<file path="src/rtl/pin_controller_pkg.sv">
// Shared definitions for the pin controller: bus field positions, register map,
// STATUS bit layout, mode/state encodings and small helper functions.
// Latency: n/a (definitions only). Backpressure: n/a.
package pin_controller_pkg;

    // Command bus fields
    localparam int BUS_ADDR_W = 19;
    localparam int BUS_DATA_W = 32;
    localparam int BUS_POS_HI = 15;
    localparam int BUS_POS_LO = 8;
    localparam int BUS_OFF_HI = 7;
    localparam int BUS_OFF_LO = 0;

    // Register offsets
    localparam logic [7:0] REG_MODE       = 8'h00;
    localparam logic [7:0] REG_HIGH_TIME  = 8'h01;
    localparam logic [7:0] REG_LOW_TIME   = 8'h02;
    localparam logic [7:0] REG_SAMPLE_DIV = 8'h03;
    localparam logic [7:0] REG_CONST_VAL  = 8'h04;
    localparam logic [7:0] REG_STATUS     = 8'h05;

    // STATUS bit positions
    localparam int STAT_PIN_IN_BIT = 0;
    localparam int STAT_SVALID_BIT = 1;
    localparam int STAT_OVF_BIT    = 2;
    localparam int STAT_W          = 3;

    localparam int SAMPLE_W = 16;

    typedef enum logic [2:0] {
        MODE_IDLE   = 3'd0,
        MODE_CONST  = 3'd1,
        MODE_SQUARE = 3'd2,
        MODE_RECORD = 3'd3
    } mode_e;

    typedef enum logic [2:0] {
        ST_IDLE,
        ST_CONST,
        ST_SQ_HIGH,
        ST_SQ_LOW,
        ST_RECORD
    } state_e;

    // Zero-length phases/dividers behave as one cycle.
    function automatic logic [31:0] at_least_one(input logic [31:0] t);
        return (t == 32'd0) ? 32'd1 : t;
    endfunction

    // Unused mode encodings (4-7) fall back to IDLE.
    function automatic state_e entry_state(input logic [2:0] m);
        case (m)
            MODE_CONST:  return ST_CONST;
            MODE_SQUARE: return ST_SQ_HIGH;
            MODE_RECORD: return ST_RECORD;
            default:     return ST_IDLE;
        endcase
    endfunction

endpackage

</file>
<file path="src/rtl/pin_controller_if.sv">
// Command bus bundle: address/data/strobes towards the controller, readback out.
// Latency: n/a (wiring only). Backpressure: none, strobes are single-cycle fire-and-forget.
// Ports: master drives bus_addr/bus_data/bus_en/bus_wr/bus_rd, slave returns rd_data/rd_valid.
interface pin_controller_if;
    import pin_controller_pkg::*;

    logic [BUS_ADDR_W-1:0] bus_addr;
    logic [BUS_DATA_W-1:0] bus_data;
    logic                  bus_en;
    logic                  bus_wr;
    logic                  bus_rd;
    logic [BUS_DATA_W-1:0] rd_data;
    logic                  rd_valid;

    modport master (
        output bus_addr, bus_data, bus_en, bus_wr, bus_rd,
        input  rd_data, rd_valid
    );

    modport slave (
        input  bus_addr, bus_data, bus_en, bus_wr, bus_rd,
        output rd_data, rd_valid
    );

endinterface

</file>
<file path="src/rtl/pin_bus_decoder.sv">
// Command bus decoder: controller select, per-register write enables, read mux and read register.
// Latency: writes are decoded combinationally; read data appears one cycle after the strobe.
// Backpressure: none; every selected strobe is serviced, write wins over a simultaneous read.
// Ports: bus (slave), register values/status in, write enables + write data + STATUS-read pulse out.
module pin_bus_decoder
    import pin_controller_pkg::*;
#(
    parameter logic [7:0] POSITION = 8'd0
) (
    input  logic                  clk,
    input  logic                  rst,
    pin_controller_if.slave       bus,
    input  logic [2:0]            mode_i,
    input  logic [31:0]           high_time_i,
    input  logic [31:0]           low_time_i,
    input  logic [31:0]           sample_div_i,
    input  logic                  const_val_i,
    input  logic [STAT_W-1:0]     status_i,
    output logic [BUS_DATA_W-1:0] wr_data_o,
    output logic                  we_mode_o,
    output logic                  we_high_o,
    output logic                  we_low_o,
    output logic                  we_div_o,
    output logic                  we_const_o,
    output logic                  status_rd_o
);

    logic        sel;
    logic        wr_hit;
    logic        rd_hit;
    logic [7:0]  off;
    logic [31:0] rd_mux;
    logic [31:0] rd_data_d, rd_data_q;
    logic        rd_valid_d, rd_valid_q;
    logic        unused_addr_hi;

    assign unused_addr_hi = ^bus.bus_addr[BUS_ADDR_W-1:BUS_POS_HI+1];

    assign off    = bus.bus_addr[BUS_OFF_HI:BUS_OFF_LO];
    assign sel    = bus.bus_en && (bus.bus_addr[BUS_POS_HI:BUS_POS_LO] == POSITION);
    assign wr_hit = sel && bus.bus_wr;
    assign rd_hit = sel && bus.bus_rd && !bus.bus_wr;

    assign wr_data_o   = bus.bus_data;
    assign we_mode_o   = wr_hit && (off == REG_MODE);
    assign we_high_o   = wr_hit && (off == REG_HIGH_TIME);
    assign we_low_o    = wr_hit && (off == REG_LOW_TIME);
    assign we_div_o    = wr_hit && (off == REG_SAMPLE_DIV);
    assign we_const_o  = wr_hit && (off == REG_CONST_VAL);
    assign status_rd_o = rd_hit && (off == REG_STATUS);

    always_comb begin
        rd_mux = '0;
        case (off)
            REG_MODE:       rd_mux = {29'b0, mode_i};
            REG_HIGH_TIME:  rd_mux = high_time_i;
            REG_LOW_TIME:   rd_mux = low_time_i;
            REG_SAMPLE_DIV: rd_mux = sample_div_i;
            REG_CONST_VAL:  rd_mux = {31'b0, const_val_i};
            REG_STATUS:     rd_mux = {{(32-STAT_W){1'b0}}, status_i};
            default:        rd_mux = '0;
        endcase
    end

    // rd_data is forced to zero on cycles without a read response.
    assign rd_valid_d = rd_hit;
    assign rd_data_d  = rd_hit ? rd_mux : '0;

    always_ff @(posedge clk or posedge rst) begin
        if (rst) begin
            rd_valid_q <= 1'b0;
            rd_data_q  <= '0;
        end else begin
            rd_valid_q <= rd_valid_d;
            rd_data_q  <= rd_data_d;
        end
    end

    assign bus.rd_valid = rd_valid_q;
    assign bus.rd_data  = rd_data_q;

endmodule

</file>
<file path="src/rtl/pin_controller.sv">
// Pin controller: drives a constant level or square wave, or records the pin into 16-bit words.
// Latency: register writes act on the next edge; a finished sample word is presented the cycle after completion.
// Backpressure: sample_valid holds until sample_ready; a word completing while still held is dropped and flags OVERFLOW.
// Ports: clk/rst, command bus (slave), pin_in/pin_out/pin_oe, sample_data/sample_valid/sample_ready.
module pin_controller
    import pin_controller_pkg::*;
#(
    parameter logic [7:0] POSITION = 8'd0
) (
    input  logic                clk,
    input  logic                rst,
    pin_controller_if.slave     bus,
    input  logic                pin_in,
    output logic                pin_out,
    output logic                pin_oe,
    output logic [SAMPLE_W-1:0] sample_data,
    output logic                sample_valid,
    input  logic                sample_ready
);

    logic [31:0] wr_data;
    logic        we_mode, we_high, we_low, we_div, we_const, status_rd;

    logic [2:0]          mode_d, mode_q;
    logic [31:0]         high_d, high_q, low_d, low_q, div_d, div_q;
    logic                const_d, const_q;
    state_e              state_d, state_q;
    // A zero in cnt_q / div_lim_q means "not loaded yet": the next cycle reloads from the live register.
    logic [31:0]         cnt_d, cnt_q;
    logic [31:0]         div_cnt_d, div_cnt_q, div_lim_d, div_lim_q;
    logic [SAMPLE_W-1:0] shift_d, shift_q, sdata_d, sdata_q;
    logic [3:0]          shcnt_d, shcnt_q;
    logic                svalid_d, svalid_q, ovf_d, ovf_q;
    logic [STAT_W-1:0]   status;
    logic [31:0]         sq_eff, div_eff;
    logic [SAMPLE_W-1:0] word;

    always_comb begin
        status                  = '0;
        status[STAT_PIN_IN_BIT] = pin_in;
        status[STAT_SVALID_BIT] = svalid_q;
        status[STAT_OVF_BIT]    = ovf_q;
    end

    pin_bus_decoder #(.POSITION(POSITION)) u_dec (
        .clk          (clk),
        .rst          (rst),
        .bus          (bus),
        .mode_i       (mode_q),
        .high_time_i  (high_q),
        .low_time_i   (low_q),
        .sample_div_i (div_q),
        .const_val_i  (const_q),
        .status_i     (status),
        .wr_data_o    (wr_data),
        .we_mode_o    (we_mode),
        .we_high_o    (we_high),
        .we_low_o     (we_low),
        .we_div_o     (we_div),
        .we_const_o   (we_const),
        .status_rd_o  (status_rd)
    );

    assign mode_d  = we_mode  ? wr_data[2:0] : mode_q;
    assign high_d  = we_high  ? wr_data      : high_q;
    assign low_d   = we_low   ? wr_data      : low_q;
    assign div_d   = we_div   ? wr_data      : div_q;
    assign const_d = we_const ? wr_data[0]   : const_q;

    always_comb begin
        state_d   = state_q;
        cnt_d     = cnt_q;
        div_cnt_d = div_cnt_q;
        div_lim_d = div_lim_q;
        shift_d   = shift_q;
        shcnt_d   = shcnt_q;
        sdata_d   = sdata_q;
        svalid_d  = svalid_q;
        ovf_d     = ovf_q;
        sq_eff    = '0;
        div_eff   = '0;
        word      = '0;
        pin_out   = 1'b0;
        pin_oe    = 1'b0;

        if (svalid_q && sample_ready) svalid_d = 1'b0;
        if (status_rd)                ovf_d    = 1'b0;

        case (state_q)
            ST_IDLE: ;
            ST_CONST: begin
                pin_oe  = 1'b1;
                pin_out = const_q;
            end
            ST_SQ_HIGH, ST_SQ_LOW: begin
                pin_oe  = 1'b1;
                pin_out = (state_q == ST_SQ_HIGH);
                if (cnt_q != 32'd0)           sq_eff = cnt_q;
                else if (state_q == ST_SQ_HIGH) sq_eff = at_least_one(high_q);
                else                          sq_eff = at_least_one(low_q);
                if (sq_eff == 32'd1) begin
                    state_d = (state_q == ST_SQ_HIGH) ? ST_SQ_LOW : ST_SQ_HIGH;
                    cnt_d   = '0;
                end else begin
                    cnt_d = sq_eff - 32'd1;
                end
            end
            ST_RECORD: begin
                div_eff = (div_lim_q != 32'd0) ? div_lim_q : at_least_one(div_q);
                if (div_cnt_q == div_eff - 32'd1) begin
                    div_cnt_d = '0;
                    div_lim_d = '0;
                    // Shift in at the top so the oldest sample ends up in bit 0.
                    word      = {pin_in, shift_q[SAMPLE_W-1:1]};
                    shift_d   = word;
                    shcnt_d   = shcnt_q + 4'd1;
                    if (shcnt_q == 4'd15) begin
                        if (!svalid_q || sample_ready) begin
                            sdata_d  = word;
                            svalid_d = 1'b1;
                        end else begin
                            ovf_d = 1'b1;
                        end
                    end
                end else begin
                    div_cnt_d = div_cnt_q + 32'd1;
                    div_lim_d = div_eff;
                end
            end
            default: state_d = ST_IDLE;
        endcase

        // A MODE write always restarts, even when rewriting the current mode.
        if (we_mode) begin
            state_d   = entry_state(wr_data[2:0]);
            cnt_d     = '0;
            div_cnt_d = '0;
            div_lim_d = '0;
            shift_d   = '0;
            shcnt_d   = '0;
        end
    end

    always_ff @(posedge clk or posedge rst) begin
        if (rst) begin
            mode_q    <= '0;
            high_q    <= '0;
            low_q     <= '0;
            div_q     <= '0;
            const_q   <= 1'b0;
            state_q   <= ST_IDLE;
            cnt_q     <= '0;
            div_cnt_q <= '0;
            div_lim_q <= '0;
            shift_q   <= '0;
            shcnt_q   <= '0;
            sdata_q   <= '0;
            svalid_q  <= 1'b0;
            ovf_q     <= 1'b0;
        end else begin
            mode_q    <= mode_d;
            high_q    <= high_d;
            low_q     <= low_d;
            div_q     <= div_d;
            const_q   <= const_d;
            state_q   <= state_d;
            cnt_q     <= cnt_d;
            div_cnt_q <= div_cnt_d;
            div_lim_q <= div_lim_d;
            shift_q   <= shift_d;
            shcnt_q   <= shcnt_d;
            sdata_q   <= sdata_d;
            svalid_q  <= svalid_d;
            ovf_q     <= ovf_d;
        end
    end

    assign sample_data  = sdata_q;
    assign sample_valid = svalid_q;

endmodule

</file>
<file path="src/flat_wrapper.sv">
// flat-port wrapper written by rule: the top's interface ports become plain ports
module pin_controller_flat import pin_controller_pkg::*;
#(
    parameter logic [7:0] POSITION = 8'd0
)
  (clk, rst, pin_in, pin_out, pin_oe, sample_data, sample_valid, sample_ready, bus_bus_addr, bus_bus_data, bus_bus_en, bus_bus_wr, bus_bus_rd, bus_rd_data, bus_rd_valid);
  pin_controller_if bus_i ();
  input  logic clk;
  input  logic rst;
  input  logic pin_in;
  output logic pin_out;
  output logic pin_oe;
  output logic [SAMPLE_W-1:0] sample_data;
  output logic sample_valid;
  input  logic sample_ready;
  input wire logic [$bits(bus_i.bus_addr)-1:0] bus_bus_addr;
  input wire logic [$bits(bus_i.bus_data)-1:0] bus_bus_data;
  input wire logic [$bits(bus_i.bus_en)-1:0] bus_bus_en;
  input wire logic [$bits(bus_i.bus_wr)-1:0] bus_bus_wr;
  input wire logic [$bits(bus_i.bus_rd)-1:0] bus_bus_rd;
  output wire logic [$bits(bus_i.rd_data)-1:0] bus_rd_data;
  output wire logic [$bits(bus_i.rd_valid)-1:0] bus_rd_valid;
  assign bus_i.bus_addr = bus_bus_addr;
  assign bus_i.bus_data = bus_bus_data;
  assign bus_i.bus_en = bus_bus_en;
  assign bus_i.bus_wr = bus_bus_wr;
  assign bus_i.bus_rd = bus_bus_rd;
  assign bus_rd_data = bus_i.rd_data;
  assign bus_rd_valid = bus_i.rd_valid;
  pin_controller #(.POSITION(POSITION)) u_core (.clk(clk), .rst(rst), .bus(bus_i), .pin_in(pin_in), .pin_out(pin_out), .pin_oe(pin_oe), .sample_data(sample_data), .sample_valid(sample_valid), .sample_ready(sample_ready));
endmodule
</file>
<file path="config.mk">
export PLATFORM = sky130hd
export DESIGN_NAME = pin_controller_flat
export DESIGN_NICKNAME = d
export VERILOG_FILES = /design/src/rtl/pin_controller_pkg.sv /design/src/rtl/pin_controller_if.sv /design/src/rtl/pin_bus_decoder.sv /design/src/rtl/pin_controller.sv /design/src/flat_wrapper.sv
export SDC_FILE = /design/constraint.sdc
export NUM_CORES = 1
export LEC_CHECK = 0
export ABC_AREA = 1
export CAP_MARGIN = 20
export CORE_UTILIZATION = 60
export CTS_CLUSTER_DIAMETER = 60
export CTS_CLUSTER_SIZE = 14
export DETAILED_ROUTE_END_ITERATION = 10
export GPL_ROUTABILITY_DRIVEN = 0
export PLACE_DENSITY = 0.84
export SYNTH_ARGS = -nofsm -noshare
export SYNTH_HDL_FRONTEND = slang
export SYNTH_SLANG_ARGS = --single-unit
</file>
<file path="constraint.sdc">
create_clock -name clk -period 11.5 [get_ports clk]
set_input_delay 1.15 -clock clk [delete_from_list [all_inputs] [get_ports clk]]
set_output_delay 1.15 -clock clk [all_outputs]
set_load 0.01 [all_outputs]
</file>
==> summary.md, run 1 <==
| Metric | Value |
|---|---|
| Row cnt | `59` |
| Clk sink count | `269` |
| FF-to-FF setup slack | `6.69 ns` |
| CP delay by family, top | `simple AND/OR/NAND/NOR gates` |
| Vias in the first global route | `14,400` |
| Final Hold Fails | `0` |
| CP arrival | `5.17 ns` |
| CTS tree | `yes` |
| Hold Crit Start | `u_core.sample_data[9]$_DFFE_PP0P_` |
| Htree depth | `1` |
| First-pass GRT wire length | `71.2 mm` |
| Area grow syn2layout | `12.3%` |
| Via count | `15,500` |
| Post-synthesis cell type count | `46` |
| Largest net degree at the start of global routing | `127` |
| Total wire length | `44.6 mm` |
| Number of synthesized flops with an enable pin | `0` |
| Die Area | `27,100 sq um` |
| CP Launch Type | `register` |
| Final #Nets | `2,386` |
| Total track usage | `0.331` |
| Largest area contributor in the netlist | `dfrtp_1` |
| Starting Density | `0.611` |
| Ant. Diodes | `0` |
| Top_reg_cell synth | `dfrtp_1` |
| Final setup fails | `0` |
| Top cells by area, synth | `dfrtp_1, nand2_1, inv_1, nor2_1, o21ai_0` |
| DR WL/cell | `16.7 microns` |
| Max_cap viols | `0` |
| Max Slew Vio Count | `0` |
| Congestion Overflow GR | `0` |
| Worst VDD drop | `0.000146 V` |
| Share of layout cells above drive strength 1 | `0.0472` |
| Initial DRC count | `1,833` |
| FF-to-FF Start | `u_core.div_lim_q[8]$_DFFE_PP0P_` |
| Mapped cell area | `15,900 sq um` |
| Register Area | `6730 sq um` |
| Buffers and inverters on the worst path | `1` |
| Chip width | `165 microns` |
| Post-synthesis instance total | `2,251` |
| Hold path depth | `2` |
| Area share of the largest cell type after synthesis | `0.424` |
| Top cells by count, synth | `nand2_1, inv_1, dfrtp_1` |
| Clk_lat worst skew | `0.54 ns` |
| Port bufs | `106` |
| Worst reg2reg path depth | `22` |
| Data required time of the worst path | `11.86 ns` |
| Worst flop-to-flop path endpoint | `u_core.div_lim_q[4]$_DFFE_PP0P_` |
| Yosys warns | `0` |
| CTS Hold Buffers Added | `0` |
| Resized cells post-CTS | `0` |
| DRC Markers | `0` |
| Antenna viol nets, final | `0` |
| Tot Pwr | `0.00221 W` |
| Power per cell area | `124 nW/um^2` |
| Hold Path End | `u_core.sample_data[9]$_DFFE_PP0P_` |
| WS Path Type | `reg2reg` |
| Num ports | `110` |
| Vias per inst | `5.82` |
| TNS Setup | `0 ns` |
| Critical path's most frequent cell | `nand2_1` |
| Inserted Clock Buffers | `25` |
| Hold Path Class | `reg2reg` |
| CP Capture Type | `register` |
| Fill cells | `2,110` |
| Post CTS Setup Buffer Count | `0` |
| Final min period | `4.81 ns` |
| Dpl cell area | `17,100 sq um` |
| CTS Root Cell | `clkbuf_16` |
| RSZ-0062 raised after global routing | `false` |
| Leakage | `9.08 nW` |
| Initial antenna violation count | `0` |
| First-pass DRT Iterations | `8` |
| Most frequent cell after synthesis | `nand2_1` |
| Status | `finished clean` |
| Worst path slowest cell | `nor2_8` |
| Avg Synthesized Cell Area | `7.05 sq um` |
| CP peak stage delay | `0.60 ns` |
| CTS Buffer Depth | `3` |
| Yosys reg bits | `269` |
| Final Skew | `0.0213 ns` |
| Die height | `165 microns` |
| Least-Margin Pin Slew | `1.08 ns` |
| Crit Path Max Fanout | `75` |
| Area of the multi-input gates | `7690 sq um` |
| Ys async rst share | `1.00` |
| Sequential share of the synthesized area | `0.424` |
| Max Clk Rate | `0.208 GHz` |
| Post-layout instance area | `17,800 sq um` |
| Core area | `26,000 sq um` |
| HPWL Detailed | `32.3 mm` |
| Post-Syn Nets | `2,314` |
| CP Cell Sequence | `nor2_1 -> nand2_1 -> nor2_1 -> nand2_2 -> nor2_8 -> nand2_1 -> nand2_1 -> ha_1 -> nand3_1 -> nor2_2 -> nand3_2 -> nor2_1 -> nand3_1 -> nand2_1 -> nand2_1 -> nor2_1 -> nand2_1 -> nor2_1 -> nand3_1 -> nand2_2 -> buf_4 -> o21ai_0` |
| Clock transition at path regs | `0.07 ns` |
| Fin crit share | `0.418` |
| Post-layout util | `0.686` |
| Worst slew margin | `0.281` |
==> per-stage QoR <==
stage / hold slack (ns) / worst slack, ns / cells
floorplan: 0.442 / 2.94 / 2251
global placement: 0.458 / 6.72 / 2630
detailed placement: 0.458 / 6.66 / 2631
CTS: 0.475 / 6.82 / 2666
global route: 0.500 / 6.31 / 2666
finish: 0.477 / 6.69 / 2666
==> sequential cells by signal (all words and copies together) (netlist names), 3 cells and up <==
register,flops
u_core.div_q,32
u_core.div_lim_q,32
u_core.cnt_q,32
u_core.sample_data,16
u_core.mode_q,3
u_core.u_dec.bus.rd_data,32
u_core.div_cnt_q,32
u_core.shift_q,15
u_core.low_q,32
u_core.shcnt_q,4
u_core.high_q,32
u_core.state_q,3
==> tightest hold or removal path, stage by stage (launching register included) <==
cell     delay, ns
dfrtp_1       0.35
nand2_1       0.05
nand2_1       0.04
==> routing by layer <==
metal	vias to the layer above	wire length [microns]	track usage
li1	7320	-	-
met5	-	0	0
met4	0	1850	0.136
met1	7265	18200	0.449
met2	808	20500	0.532
met3	129	4010	0.0480
==> layout by cell type, fill, tap and decap left out, drive strengths merged, types with 2 or more instances in the layout <==
| cell | n |
|---|---|
| nor4 | 8 |
| nor3 | 22 |
| nor2 | 264 |
| o211ai | 9 |
| o31ai | 2 |
| clkinv | 4 |
| nand2 | 726 |
| or2 | 11 |
| xor2 | 59 |
| clkbuf | 29 |
| ha | 5 |
| o32ai | 3 |
| o21bai | 6 |
| a221oi | 9 |
| o22ai | 42 |
| buf | 17 |
| dfrtp | 269 |
| xnor2 | 9 |
| o21ai | 180 |
| a22oi | 5 |
| inv | 285 |
| nand3b | 7 |
| clkdlybuf4s50 | 106 |
| nand3 | 99 |
| nand4 | 57 |
| a21oi | 87 |
| nor3b | 3 |
==> cell families after synthesis <==
logic type	after synthesis	synth area share
mux	1	0.000631
flops	269	0.424
compound gates	346	0.119
buf+inv	362	0.0915
simple gates	1199	0.321
fa+ha+maj	5	0.00394
xor+xnor	69	0.0390
==> cell type report <==
| type | count | area share |
|---|---|---|
| clock buffers | 29 | 0.0376 |
| flip-flops and latches | 269 | 0.378 |
| multi-input cells | 1620 | 0.431 |
| well taps | 335 | 0.0235 |
| repair buffers | 123 | 0.0667 |
| clock inverters | 6 | 0.00281 |
| inverters | 284 | 0.0602 |
==> worst max-delay path by stage <==
| stage | slack [ns] | start | depth (start not counted) | endpoint |
|---|---|---|---|---|
| after global placement | 6.72 | bus_bus_addr[5] | 11 | u_core.div_lim_q[30]$_DFFE_PP0P_ |
| after global routing | 6.31 | u_core.div_lim_q[9]$_DFFE_PP0P_ | 22 | u_core.div_lim_q[4]$_DFFE_PP0P_ |
| after floorplan | 2.94 | rst | 1 | u_core.cnt_q[0]$_DFFE_PP0P_ |
| after detailed placement | 6.66 | bus_bus_addr[5] | 11 | u_core.div_lim_q[26]$_DFFE_PP0P_ |
| after CTS | 6.82 | u_core.div_lim_q[8]$_DFFE_PP0P_ | 22 | u_core.div_lim_q[6]$_DFFE_PP0P_ |
| final | 6.69 | u_core.div_lim_q[8]$_DFFE_PP0P_ | 22 | u_core.div_lim_q[4]$_DFFE_PP0P_ |
==> power breakdown <==
group | switching (W) | internal (W) | total (W) | leakage [nW]
clock network | 0.000361 | 0.000414 | 0.000775 | 0.355
registers | 0.0000167 | 0.000995 | 0.00101 | 3.69
logic | 0.000291 | 0.000130 | 0.000420 | 5.03
(Power assumes the default switching activity.)
==> run 2: changes to the inputs <==
- CORE_UTILIZATION: 60 -> 54
- PLACE_DENSITY: 0.84 -> 0.8
- clock period: 11.5 -> 4.2 ns (I/O delays scaled with it)
==> run 2 against run 1 <==
Compared with the run above: critical path depth grew 1; sequential cell count is the same; first-iteration DRC count shrank 9.8%; die area grew 11%; clock skew grew 0.0028 ns; sequential share of layout area shrank 0.70 points; global-route usage shrank 3.2 points; non-clock buffer count grew 16; total power grew to 2.8 times the previous value; register-to-register slack lost 6.3 ns; combinational power grew to 2.8 times the previous value; clock power grew to 2.9 times the previous value; largest cell class unchanged; largest power group unchanged.
==> summary.md, run 2 (same netlist as run 1, synthesis figures left out) <==
| Metric | Value |
|---|---|
| Final Skew | `0.0241 ns` |
| HPWL Detailed | `32.7 mm` |
| CTS Buffer Depth | `3` |
| Final min period | `3.82 ns` |
| Least-Margin Pin Slew | `1.01 ns` |
| Antenna viol nets, final | `0` |
| Clock transition at path regs | `0.07 ns` |
| Status | `finished clean` |
| Clk sink count | `269` |
| Htree depth | `1` |
| Max Slew Vio Count | `0` |
| CTS tree | `yes` |
| Via count | `15,300` |
| Num ports | `110` |
| Total wire length | `44.6 mm` |
| Die Area | `30,100 sq um` |
| Max_cap viols | `0` |
| CTS Hold Buffers Added | `0` |
| Initial DRC count | `1,653` |
| Core area | `28,800 sq um` |
| Commonest non-fill, non-tap cell in the layout | `nand2_1` |
| Final #Nets | `2,403` |
| Congestion Overflow GR | `0` |
| Final setup fails | `0` |
| Crit Path Max Fanout | `16` |
| Share of layout cells above drive strength 1 | `0.0570` |
| Area grow syn2layout | `14.5%` |
| DR WL/cell | `16.3 microns` |
| CP arrival | `4.26 ns` |
| Post-layout util | `0.631` |
| Final Hold Fails | `0` |
| Leakage | `9.22 nW` |
| Vias in the first global route | `14,600` |
| TNS Setup | `0 ns` |
| Total track usage | `0.299` |
| CTS Root Cell | `clkbuf_16` |
| Vias per inst | `5.60` |
| CP Capture Type | `register` |
| Die height | `173 microns` |
| First-pass DRT Iterations | `6` |
| Chip width | `173 microns` |
| RSZ-0062 raised after global routing | `false` |
| Inserted Clock Buffers | `26` |
| FF-to-FF setup slack | `0.38 ns` |
| CP Launch Type | `register` |
| DRC Markers | `0` |
| Power per cell area | `344 nW/um^2` |
| FF-to-FF Start | `u_core.div_lim_q[7]$_DFFE_PP0P_` |
| Data required time of the worst path | `4.63 ns` |
| Worst reg2reg path depth | `23` |
| Fin crit share | `0.910` |
| Tot Pwr | `0.00624 W` |
| Starting Density | `0.551` |
| Max Clk Rate | `0.262 GHz` |
| Port bufs | `106` |
| Most frequent cells in the layout | `nand2_1, inv_1, dfrtp_1` |
| Clk_lat worst skew | `0.55 ns` |
| Largest net degree at the start of global routing | `119` |
| Worst VDD drop | `0.000460 V` |
| WS Path Type | `reg2reg` |
| Hold Path Class | `in2async` |
| Row cnt | `62` |
| First-pass GRT wire length | `73.1 mm` |
| Worst flop-to-flop path endpoint | `u_core.sample_data[15]$_DFFE_PP0P_` |
| Worst slew margin | `0.325` |
| Initial antenna violation count | `1` |
-- run 2: cell type report --
class | count | area, sq um
clock inverter | 10 | 131
tap | 384 | 480
fill | 2443 | 10600
sequential | 269 | 6730
clock buffer | 28 | 668
inverter | 284 | 1070
timing repair buffer | 139 | 1380
multi-input combinational | 1620 | 7700
antenna | 1 | 2.50
-- run 2: how the worst max path moves through the flow --
stage | to | startpoint | slack [ns] | cells after the start
after global placement | u_core.sample_data[11]$_DFFE_PP0P_ | u_core.div_lim_q[1]$_DFFE_PP0P_ | 0.39 | 23
after CTS | u_core.sample_data[15]$_DFFE_PP0P_ | u_core.div_lim_q[1]$_DFFE_PP0P_ | 0.31 | 23
after detailed placement | u_core.sample_data[15]$_DFFE_PP0P_ | u_core.div_lim_q[1]$_DFFE_PP0P_ | 0.33 | 23
final | u_core.sample_data[15]$_DFFE_PP0P_ | u_core.div_lim_q[7]$_DFFE_PP0P_ | 0.38 | 23
after floorplan | u_core.cnt_q[0]$_DFFE_PP0P_ | rst | 0.23 | 1
after global routing | u_core.div_cnt_q[16]$_DFFE_PP0P_ | u_core.div_lim_q[7]$_DFFE_PP0P_ | 0.008 | 22
-- run 2: critical path, cell delays in order, from the launching register on --
cell and delay (ns):
dfrtp_1 0.41, nor2_1 0.12, nand2_1 0.06, nor2_1 0.16, nand2_2 0.23, nor2_8 0.23, nand2_1 0.08, nand2_1 0.09
ha_1 0.17, nand3_1 0.15, nor2_2 0.24, nand3_2 0.20, nor2_4 0.24, nand2_1 0.12, nand2_1 0.07, nand2_1 0.06
nor2_1 0.11, nand2_1 0.07, nor2_1 0.19, nand2_2 0.12, nor2_8 0.18, nand3_4 0.20, nand2_1 0.15, nand2_1 0.06
-- run 2: power breakdown --
group | leakage, nW | total, W | internal [W] | switching (W)
combinational | 5.14 | 0.00119 | 0.000378 | 0.000809
clock | 0.392 | 0.00228 | 0.00127 | 0.00101
sequential | 3.69 | 0.00277 | 0.00272 | 0.0000473
total | 9.22 | 0.00624 | 0.00437 | 0.00187
-- run 2: per-stage QoR --
step | setup slack (ns) | hold slack (ns) | instances | area (sq um)
after floorplan | 0.227 | 0.442 | 2251 | 15900
after global placement | 0.392 | 0.458 | 2690 | 17300
after detailed placement | 0.327 | 0.460 | 2690 | 17300
after CTS | 0.315 | 0.164 | 2728 | 18100
after global routing | 0.00810 | 0.185 | 2735 | 18200
final | 0.376 | 0.167 | 2735 | 18200
-- run 2: per-layer routing --
| metal | global-route usage | share of wire | up-vias |
|---|---|---|---|
| met5 | 0 | 0 | - |
| met4 | 0.124 | 0.039 | 0 |
| met3 | 0.0377 | 0.067 | 115 |
| met2 | 0.486 | 0.47 | 659 |
| met1 | 0.405 | 0.42 | 7195 |
| li1 | - | - | 7357 |
-- run 2: what timing repair did --
action	CTS	global route
endpoints found under the setup margin	0	94
gates resized for setup	0	3
setup buffers	0	4
==> run 3: changes to the inputs <==
- CTS_CLUSTER_SIZE: 14 -> 10
- MAX_ROUTING_LAYER: not set -> met4
==> run 3 against run 2 <==
Compared with the run above: critical path depth is the same; clock-buffer cell count grew 9; total power grew 4.5%; first-iteration DRC count shrank 2.8%; clock skew is essentially flat; worst hold slack gained 0.047 ns; sequential share of layout area shrank 0.29 points; combinational power is essentially flat; via count grew 1.0%; sequential power is essentially flat; worst setup slack lost 0.037 ns.
==> summary.md, run 3 (same netlist as run 1, synthesis figures left out) <==
| Metric | Value |
|---|---|
| Final Instance Count excl. Fillers | `2,740` |
| Port bufs | `106` |
| Max Clk Rate | `0.259 GHz` |
| Htree depth | `2` |
| WS Path Type | `reg2reg` |
| Initial DRC count | `1,607` |
| Share of layout cells above drive strength 1 | `0.0582` |
| FF-to-FF setup slack | `0.34 ns` |
| CP arrival | `4.24 ns` |
| DR WL/cell | `16.5 microns` |
| Die Area | `30,100 sq um` |
| Commonest non-fill, non-tap cell in the layout | `nand2_1` |
| Dpl cell area | `17,300 sq um` |
| Clock transition at path regs | `0.06 ns` |
| Critical Path Start | `u_core.div_lim_q[7]$_DFFE_PP0P_` |
| Die height | `173 microns` |
| CP Launch Type | `register` |
| Placed Cells | `2,690` |
| FF-to-FF Start | `u_core.div_lim_q[7]$_DFFE_PP0P_` |
| Metal3 WL | `3.65 mm` |
| Total wire length | `45.3 mm` |
| Final #Nets | `2,410` |
| Max Slew Vio Count | `0` |
| Starting Density | `0.551` |
| CTS Buffer Depth | `3` |
| TNS Setup | `0 ns` |
| Congestion Overflow GR | `0` |
| Antenna viol nets, final | `0` |
| Clk sink count | `269` |
| Vias per inst | `5.65` |
| Post-layout util | `0.636` |
| Least-Margin Pin Slew | `1.06 ns` |
| Power per cell area | `356 nW/um^2` |
| Total track usage | `0.311` |
| Vias in the first global route | `14,600` |
| Area grow syn2layout | `15.4%` |
| CTS tree | `yes` |
| Initial antenna violation count | `2` |
| Pre-CTS setup slack | `0.327 ns` |
| First-pass GRT wire length | `73.3 mm` |
| Max_cap viols | `0` |
| Worst VDD drop | `0.000240 V` |
| Inserted Clock Buffers | `34` |
| Worst slew margin | `0.291` |
| Final setup fails | `0` |
| CP Capture Type | `register` |
| DRC Markers | `0` |
| Data required time of the worst path | `4.58 ns` |
| Post-layout instance area | `18,300 sq um` |
| Wire length on met2 | `21.3 mm` |
| CTS Root Cell | `clkbuf_16` |
| Fin crit share | `0.919` |
| RSZ-0062 raised after global routing | `false` |
| Via count | `15,500` |
| Hold Path Class | `in2async` |
| Final Hold Fails | `0` |
| Status | `finished clean` |
| Crit Path Max Fanout | `16` |
| Num ports | `110` |
| Setup WS post-layout | `0.340 ns` |
| Core area | `28,800 sq um` |
| Chip width | `173 microns` |
| WL met1 | `18.6 mm` |
| Top layer in use | `met4` |
| Largest net degree at the start of global routing | `119` |
| Final min period | `3.86 ns` |
| Row cnt | `62` |
| Clk_lat worst skew | `0.52 ns` |
| Leakage | `9.28 nW` |
| Final Skew | `0.0245 ns` |
| HPWL Detailed | `32.7 mm` |
| First-pass DRT Iterations | `7` |
| Most frequent cells in the layout | `nand2_1, inv_1, dfrtp_1` |
## run 3: cell types whose count changed in the layout (fill, tap and decap cells not counted), moves of 2 or more
cell / change
buf_4: -2
inv_6: -2
clkbuf_16: +9
bufinv_16: -2
## run 3: metrics by stage
step,hold slack (ns),total power [W]
after global routing,0.238,0.00679
after detailed placement,0.460,0.00395
final,0.215,0.00652
after floorplan,0.442,0.00367
after global placement,0.458,0.00391
after CTS,0.218,0.00652
## run 3: final timing paths
kind / endpoint / depth (start not counted)
worst max-delay path: u_core.sample_data[8]$_DFFE_PP0P_ / 23
worst min-delay path: u_core.div_lim_q[18]$_DFFE_PP0P_ / 2
worst max register to register: u_core.sample_data[8]$_DFFE_PP0P_ / 23
worst min register to register: u_core.sample_data[12]$_DFFE_PP0P_ / 2
max in group asynchronous: u_core.cnt_q[3]$_DFFE_PP0P_ / 3
min in group clk: u_core.sample_data[12]$_DFFE_PP0P_ / 2
## run 3: where the power goes
part	internal (W)	leakage [nW]	switching, W
Sequential	0.00273	3.69	0.0000470
Clock	0.00149	0.460	0.00108
Combinational	0.000376	5.13	0.000796
Total	0.00460	9.28	0.00193
## run 3: metal layers
layer,up-vias,track usage
li1,7374,-
met5,-,-
met4,0,0.124
met1,7219,0.405
met3,137,0.0458
met2,752,0.489
## run 3: area by class of cell
| type | instances | area [sq um] |
|---|---|---|
| Inverter | 284 | 1070 |
| Clock inverter | 6 | 58.8 |
| Sequential cell | 269 | 6730 |
| Fill cell | 2432 | 10500 |
| Multi-Input combinational cell | 1621 | 7710 |
| Antenna cell | 2 | 5.00 |
| Tap cell | 384 | 480 |
| Timing Repair Buffer | 137 | 1360 |
| Clock buffer | 37 | 883 |
## run 3: timing repair
action,in CTS,in global routing
setup buffers,0,2
resized for setup,0,4
setup endpoints to repair,0,94
hold buffers,0,0
## run 3: critical path, cell delays in order (launching register included)
cell     delay, ns
dfrtp_1       0.41
nor2_1        0.12
nand2_1       0.06
nor2_1        0.16
nand2_2       0.23
nor2_8        0.23
nand2_1       0.09
nand2_1       0.09
ha_1          0.17
nand3_1       0.15
nor2_2        0.27
nand3_4       0.19
nor2_4        0.21
nand2_1       0.11
nand2_1       0.08
nand2_1       0.06
nor2_1        0.11
nand2_1       0.07
nor2_1        0.18
nand2_2       0.12
nor2_8        0.17
nand3_4       0.20
nand2_1       0.17
nand2_1       0.08
